$ cat config.mk
export PLATFORM = sky130hd
export DESIGN_NAME = unified_mem_arbiter
export DESIGN_NICKNAME = d
export VERILOG_FILES = /design/src/rtl/unified_mem_arbiter.sv
export SDC_FILE = /design/constraint.sdc
export NUM_CORES = 1
export LEC_CHECK = 0
export ABC_AREA = 1
export BUFFER_PORTS_ARGS = -buffer_cell sky130_fd_sc_hd__buf_4
export CORE_MARGIN = 2
export CORE_UTILIZATION = 50
export CTS_CLUSTER_DIAMETER = 100
export DETAILED_ROUTE_END_ITERATION = 6
export GPL_TIMING_DRIVEN = 0
export PLACE_DENSITY = 0.81
export SLEW_MARGIN = 40
export SYNTH_ARGS = -nofsm -noshare
export SYNTH_HDL_FRONTEND = slang
export SYNTH_SLANG_ARGS = --single-unit
$ cat constraint.sdc
create_clock -name clk_ARB -period 2 [get_ports clk_ARB]
set_input_delay 0 -clock clk_ARB [delete_from_list [all_inputs] [get_ports clk_ARB]]
set_output_delay 0 -clock clk_ARB [all_outputs]
set_load 0.03 [all_outputs]
$ cat src/rtl/unified_mem_arbiter.sv
// unified_mem_arbiter
// Shares one single-port, fixed-latency memory between the fetch stage (IF)
// and the data stage (DM). Grants are made only in IDLE. The winning request
// is latched and held on the mem_* bus for MEM_LAT cycles, then the owner gets
// a one-cycle ack. DM wins ties unless IF has lost STARVE_MAX ties in a row.
// Ports:
//   clk_ARB, rstn_ARB           clock, synchronous active-low reset
//   if_req/if_addr              fetch request (held until if_ack)
//   if_rdata/if_ack             fetched word, completion pulse
//   dm_req/dm_we/dm_addr/dm_wdata  data request (held until dm_ack)
//   dm_rdata/dm_ack             load data, completion pulse
//   mem_en/mem_we/mem_addr/mem_wdata/mem_rdata  shared memory interface
//   stall_IF/stall_MEM          pipeline holds while a request is outstanding
module unified_mem_arbiter #(
  parameter int unsigned IADDR_W    = 8,
  parameter int unsigned DATA_W     = 32,
  parameter int unsigned MEM_LAT    = 2,
  parameter int unsigned STARVE_MAX = 4
) (
  input  logic               clk_ARB,
  input  logic               rstn_ARB,
  input  logic               if_req,
  input  logic [IADDR_W-1:0] if_addr,
  output logic [DATA_W-1:0]  if_rdata,
  output logic               if_ack,
  input  logic               dm_req,
  input  logic               dm_we,
  input  logic [31:0]        dm_addr,
  input  logic [DATA_W-1:0]  dm_wdata,
  output logic [DATA_W-1:0]  dm_rdata,
  output logic               dm_ack,
  output logic               mem_en,
  output logic               mem_we,
  output logic [31:0]        mem_addr,
  output logic [DATA_W-1:0]  mem_wdata,
  input  logic [DATA_W-1:0]  mem_rdata,
  output logic               stall_IF,
  output logic               stall_MEM
);

  localparam int unsigned CNT_W = $clog2(MEM_LAT + 1);
  localparam int unsigned ST_W  = $clog2(STARVE_MAX + 1);

  typedef enum logic [1:0] {IDLE, ACCESS, RESP} state_e;

  state_e              state_q, state_d;
  logic [CNT_W-1:0]    cnt_q, cnt_d;
  logic [ST_W-1:0]     starve_q, starve_d;
  logic                owner_dm_q, owner_dm_d;
  logic                mem_en_q, mem_en_d;
  logic                mem_we_q, mem_we_d;
  logic [31:0]         mem_addr_q, mem_addr_d;
  logic [DATA_W-1:0]   mem_wdata_q, mem_wdata_d;
  logic [DATA_W-1:0]   if_rdata_q, if_rdata_d;
  logic [DATA_W-1:0]   dm_rdata_q, dm_rdata_d;
  logic                if_ack_q, if_ack_d;
  logic                dm_ack_q, dm_ack_d;
  logic                grant_dm;

  always_comb begin
    state_d     = state_q;
    cnt_d       = cnt_q;
    starve_d    = starve_q;
    owner_dm_d  = owner_dm_q;
    mem_en_d    = mem_en_q;
    mem_we_d    = mem_we_q;
    mem_addr_d  = mem_addr_q;
    mem_wdata_d = mem_wdata_q;
    if_rdata_d  = if_rdata_q;
    dm_rdata_d  = dm_rdata_q;
    if_ack_d    = 1'b0;
    dm_ack_d    = 1'b0;
    grant_dm    = 1'b0;

    unique case (state_q)
      IDLE: begin
        if (if_req || dm_req) begin
          // DM wins ties until IF has been passed over STARVE_MAX times.
          grant_dm = dm_req && !(if_req && (starve_q == ST_W'(STARVE_MAX)));
          if (grant_dm) begin
            owner_dm_d  = 1'b1;
            mem_addr_d  = dm_addr;
            mem_we_d    = dm_we;
            mem_wdata_d = dm_wdata;
            if (if_req && (starve_q != ST_W'(STARVE_MAX))) begin
              starve_d = starve_q + ST_W'(1);
            end
          end else begin
            owner_dm_d  = 1'b0;
            mem_addr_d  = '0;
            mem_addr_d[IADDR_W-1:0] = if_addr;
            mem_we_d    = 1'b0;
            mem_wdata_d = '0;
            starve_d    = '0;
          end
          mem_en_d = 1'b1;
          cnt_d    = CNT_W'(MEM_LAT);
          state_d  = ACCESS;
        end
      end

      ACCESS: begin
        cnt_d = cnt_q - CNT_W'(1);
        if (cnt_q == CNT_W'(1)) begin
          // Acks are registered, so raising them here makes them visible in RESP.
          if (owner_dm_q) begin
            if (!mem_we_q) begin
              dm_rdata_d = mem_rdata;
            end
            dm_ack_d = 1'b1;
          end else begin
            if_rdata_d = mem_rdata;
            if_ack_d   = 1'b1;
          end
          mem_en_d = 1'b0;
          mem_we_d = 1'b0;
          state_d  = RESP;
        end
      end

      RESP: begin
        state_d = IDLE;
      end

      default: begin
        state_d = IDLE;
      end
    endcase
  end

  always_ff @(posedge clk_ARB) begin
    if (!rstn_ARB) begin
      state_q     <= IDLE;
      cnt_q       <= '0;
      starve_q    <= '0;
      owner_dm_q  <= 1'b0;
      mem_en_q    <= 1'b0;
      mem_we_q    <= 1'b0;
      mem_addr_q  <= '0;
      mem_wdata_q <= '0;
      if_rdata_q  <= '0;
      dm_rdata_q  <= '0;
      if_ack_q    <= 1'b0;
      dm_ack_q    <= 1'b0;
    end else begin
      state_q     <= state_d;
      cnt_q       <= cnt_d;
      starve_q    <= starve_d;
      owner_dm_q  <= owner_dm_d;
      mem_en_q    <= mem_en_d;
      mem_we_q    <= mem_we_d;
      mem_addr_q  <= mem_addr_d;
      mem_wdata_q <= mem_wdata_d;
      if_rdata_q  <= if_rdata_d;
      dm_rdata_q  <= dm_rdata_d;
      if_ack_q    <= if_ack_d;
      dm_ack_q    <= dm_ack_d;
    end
  end

  assign if_rdata  = if_rdata_q;
  assign dm_rdata  = dm_rdata_q;
  assign if_ack    = if_ack_q;
  assign dm_ack    = dm_ack_q;
  assign mem_en    = mem_en_q;
  assign mem_we    = mem_we_q;
  assign mem_addr  = mem_addr_q;
  assign mem_wdata = mem_wdata_q;
  assign stall_IF  = if_req & ~if_ack_q;
  assign stall_MEM = dm_req & ~dm_ack_q;

endmodule

# After elaboration in Yosys (flattened, before gate mapping)
# Cells that the tools add are included.
[classes] eq_ne=7 addsub=2 reduce_logical=15 n_bitwise=6 n_mux=18
[op_table] cell="$mux W32" count=2
[op_table] cell="$reduce_and A3 Y1" count=4
[op_table] cell="$pmux W2 S2" count=2
[op_table] cell="$mux W1" count=7
[op_table] cell="$mux W2" count=3
[op_table] cell="$mux W3" count=2
[op_table] cell="$reduce_and A2 Y1" count=3
[op_table] cell="$eq A2 B1 Y1 const B" count=2
[op_table] cell="$ne A2 B2 Y1 const B" count=2
[op_table] cell="$not A1 Y1" count=4
[op_table] cell="$pmux W1 S2" count=2
[op_table] cell="$reduce_and A4 Y1" count=1
[op_table] cell="$add A3 B1 Y3 const B" count=1
[op_table] cell="$eq A3 B3 Y1 const B" count=1
[op_table] cell="$logic_and A1 B1 Y1" count=3
[op_table] cell="$ne A3 B3 Y1 const B" count=1
[op_table] cell="$and A1 B1 Y1" count=2
[op_table] cell="$logic_not A2 Y1" count=1
[op_table] cell="$ne A2 B1 Y1 const B" count=1
[op_table] cell="$reduce_bool A2 Y1" count=1
[op_table] cell="$sub A2 B1 Y2 const B" count=1
[op_table] cell="$logic_not A1 Y1" count=1
[op_table] cell="$logic_or A1 B1 Y1" count=1
[totals] in_bits=109 regBits=140 word_cells=60 out_inout_bits=134

# Longest topological paths before layout
[depth] word_depth=7 depth_mapped=9 depth_no_buf=8

# Worst setup path after synthesis
# No wires, ideal clock.
[synth_path] path_kind="flip-flop to flip-flop" startpoint="reg starve_q[0]" endpoint="reg mem_wdata_q[1], in the netlist mem_wdata[1]" period_less_slack_ns=1.307 setup_time_ns=0.070 arrival_ns=1.237 path_buffers=2 setup_slack_ns=0.693 required_time_ns=1.930 path_stages_with_launch=8 path_cell_list="dfxtp_1 -> inv_1 -> ha_1 -> nand3_1 -> buf_2 -> buf_2 -> nand4_1 -> a21oi_1"
[synth_between] elab_chain_cells=5
[synth_rtl] item="from (decl)" line="48" source="logic [ST_W-1:0] starve_q, starve_d;"
[synth_rtl] item="from (signal assigned)" line="148" source="starve_q <= starve_d;"
[synth_rtl] item="$eq A3 B3 Y1" line="79" source="grant_dm = dm_req && !(if_req && (starve_q == ST_W'(STARVE_MAX)));"
[synth_rtl] item="$logic_and A1 B1 Y1" line="79"
[synth_rtl] item="$logic_not A1 Y1" line="79"
[synth_rtl] item="$logic_and A1 B1 Y1" line="79"
[synth_rtl] item="$mux W32" line="80" source="if (grant_dm) begin"
[synth_rtl] item="to (signal assigned)" line="153" source="mem_wdata_q <= mem_wdata_d;"
[synth_rtl] item="to (decl)" line="53" source="logic [DATA_W-1:0] mem_wdata_q, mem_wdata_d;"
# Every way passes these cells.
# A chain may end at the register's enable or synchronous reset.

# Final worst setup path
[layout_path] startpoint="reg cnt_q[0]" endpoint="reg dm_rdata_q[1], in the netlist dm_rdata[1]"
[layout_between] elab_chain_cells=2
[layout_rtl] item="from (decl)" line="47" source="logic [CNT_W-1:0] cnt_q, cnt_d;"
[layout_rtl] item="from (signal assigned)" line="147" source="cnt_q <= cnt_d;"
[layout_rtl] item="$eq A2 B1 Y1" line="104" source="if (cnt_q == CNT_W'(1)) begin"
[layout_rtl] item="$reduce_and A4 Y1 (no source line)"
[layout_rtl] item="to (signal assigned)" line="155" source="dm_rdata_q <= dm_rdata_d;"
[layout_rtl] item="to (decl)" line="55" source="logic [DATA_W-1:0] dm_rdata_q, dm_rdata_d;"
# Every way passes these cells.

==> results.tsv <==
stage	metric	value	unit
finish	final_common_cell	buf_4	
finish	final_util	87.7	%
place	dp_hpwl	12900	microns
routing	dr.pass1.iters	5	
clock_tree	clock_latency	0.52	ns
worst_setup_path	critPathBufInv	2	
clock_tree	cts_root_buf	clkbuf_8	
routing	totalWireLength	22500	microns
timing	whs	0.162	ns
worst_setup_path	crit_type	register to register	
worst_setup_path	r2r-end	dm_rdata[1]	
yosys	synthCells	676	
worst_setup_path	critPathLaunchType	register	
pwr	pwr-share-clk	41.1	%
floorplanning	initial_core_util	51.8	%
finish	nets	1161	
clock_tree	numClockSinks	140	
timing	fmaxAchievable	526	MHz
yosys	synth_ff_type	dfxtp_1	
timing	maxSlewViolCount	0	
outcome	outcome	finished, final reports clean	
min_path	min-delay-start	dm_req	
yosys	avgSynthCellArea	7.95	sq um
pwr	power_leakage	4.11	nW
floorplanning	die_w	108	microns
yosys	synth-seq-area-share	52.1	%
timing	min_period	1.90	ns
floorplanning	die_h	108	microns
worst_setup_path	r2r_start	cnt_q[0]	
worst_setup_path	r2r_cells	7	
pwr	seqPwrFrac	39.1	%
routing	initialDrtViolationCount	520	
routing	detail_route.vias_per_cell	5.71	
worst_setup_path	cp.arrival	2.35	ns
place	pre_cts_slack	0.336	ns
routing	drc	0	
floorplanning	row_count	37	
timing	max_slew_margin	64.8	%
finish	area_growth	69.2	%
worst_setup_path	crit_slowest_cell	dlygate4sd3_1	
worst_setup_path	crit_chain	ha_4, nand3_4, nor2_4, buf_6, o21ai_1, nor2_1, dlygate4sd3_1	
global_route	antenna_found_initial	0	
yosys	async_reset_ff_share	0	%
yosys	synth_fp_nets	788	
yosys	synth_warnings	0	
floorplanning	core	10400	sq um
finish	drive_above_1_share	30.5	%
clock_tree	cts_max_level	4	
finish	fillCellCount	492	
pwr	internal_power	0.00545	W
worst_setup_path	path_depth	7	
floorplanning	io_pins	243	
timing	setup_violations	0	
global_route	grt_overflow	0	
clock_tree	cts_tree	built	
pwr	combPwrFrac	19.8	%
pwr	switching_power	0.00236	W
global_route	grt_max_degree	17	
clock_tree	clockBufferDepth	2	
worst_setup_path	r2r_slack	0.1	ns
routing	ant_nets	0	
worst_setup_path	cp_max_fo	10	
min_path	whs_endpoint	mem_addr[2]	
yosys	synth-edff-count	0	
worst_setup_path	cp-end-kind	register	
pwr	p_sw_share	30.2	%
clock_tree	cts.clk_slew.worst_paths	0.07	ns
routing	num_vias	6842	
finish	final_area	9090	sq um
place	io_buffers	241	
routing	wl_per_cell	18.8	microns
place	post_dp_cell_area	7350	sq um
global_route	grt_pass1_vias	6964	
pwr	finalPower	0.00780	W
clock_tree	cts_made_buffers	17	
min_path	whs_path_depth	6	
yosys	yosys.cell_types.count	24	
place	gp_congestion	0.845	
finish	final_cell_mix	buf_4 (248), dfxtp_1 (140), dlygate4sd3_1 (110)	
yosys	synth_seq_cells	140	
pwr	ir_drop	0.000603	V
timing	timing.final.ws_setup	0.0974	ns
flow_run	cap_violations	0	
global_route	grt_usage	37.7	%
finish	n_antenna_cell	0	
yosys	synthesis.area	5380	sq um
timing	fin_crit_sh	95.1	%
worst_setup_path	crit_family	buffers and inverters	
timing	clock_skew	0.0108	ns
timing	tightest_slew	0.529	ns
pwr	power_density	858	nW/um^2
floorplanning	die_area	11600	sq um
min_path	hp-class	input pin to register	
global_route	grt_pass1_wl	34000	microns
worst_setup_path	required	2.45	ns
timing	finalHoldViolations	0	
worst_setup_path	cpPeakStageDelay	0.56	ns
cells by family after synthesis:
family          after synthesis  share of synthesized area, %
compound gates              139                          13.0
flops                       140                          52.1
buf+inv                      89                          7.96
simple gates                305                          26.2
fa+ha+maj                     3                         0.698
routing by layer:
layer  vias up  GRT usage (%)  routed length, microns
li1       3033              -                       -
met1      3130           37.5                    7820
met2       523           66.7                   11000
met3       156           10.7                    2130
met4         0           27.2                    1620
met5         -              0                       0
worst reg2reg max path, stage by stage, from the launching register on:
cell and delay, ns:
dfxtp_1 0.40, ha_4 0.20, nand3_4 0.15, nor2_4 0.21
buf_6 0.17, o21ai_1 0.07, nor2_1 0.09, dlygate4sd3_1 0.56
area by class of cell:
cell class                 instances  area, sq um  share of cell area [%]
timing repair buffer             354         2930                    32.3
sequential                       140         2800                    30.8
inverter                          32          121                    1.33
multi-input combinational        447         2160                    23.7
clock inverter                    14          174                    1.91
buffer                            57          307                    3.37
tap                              136          170                    1.87
clock buffer                      18          428                    4.71
state kept, by name (all words and copies together) (netlist names):
register and count:
dm_ack 1, mem_wdata 32, mem_en 1, mem_we 1, dm_rdata 32, owner_dm_q 1
if_ack 1, cnt_q 2, mem_addr 32, state_q 2, if_rdata 32, starve_q 3
worst max path at each step:
stage                    to         from  slack (ns)
6_report        dm_rdata[1]     cnt_q[0]         0.1
4_1_cts         dm_rdata[1]     cnt_q[0]        0.06
3_5_place_dp         mem_we  starve_q[0]        0.34
3_3_place_gp         mem_we  starve_q[0]        0.43
5_1_grt         dm_rdata[1]     cnt_q[0]      -0.002
2_1_floorplan  mem_wdata[1]  starve_q[0]        0.69
power groups by stage:
stage          sequential (W)  clock [W]  combinational, W
6_report              0.00305    0.00321           0.00155
4_1_cts               0.00303    0.00317           0.00145
3_5_place_dp          0.00309          0           0.00127
5_1_grt               0.00306    0.00332           0.00162
3_3_place_gp          0.00308          0           0.00124
2_1_floorplan         0.00334          0          0.000471
synth_stat cells, types with 6 or more instances:
cell type,number,area share [%]
o21ai_0,38,3.5
nand4_1,57,6.6
clkbuf_1,19,1.3
nor3_1,33,3.1
o21ai_1,30,2.8
inv_1,28,2.0
nor2_1,102,7.1
a21oi_1,70,6.5
buf_6,6,1.3
nand2_1,86,6.0
buf_2,23,2.1
dfxtp_1,140,52
nand3_1,20,1.9
metrics by stage:
stage          TNS (ns)  instances
2_1_floorplan         0        676
3_3_place_gp          0       1053
3_5_place_dp          0       1053
4_1_cts               0       1195
5_1_grt        -0.00209       1198
6_report              0       1198
timing repair:
item	in CTS	in global routing
hold endpoints to repair	132	0
gates resized for setup	0	2
setup endpoints to repair	0	1
buffers inserted	0	3
hold buffers	110	0
Power figures use the tool's default switching activity.
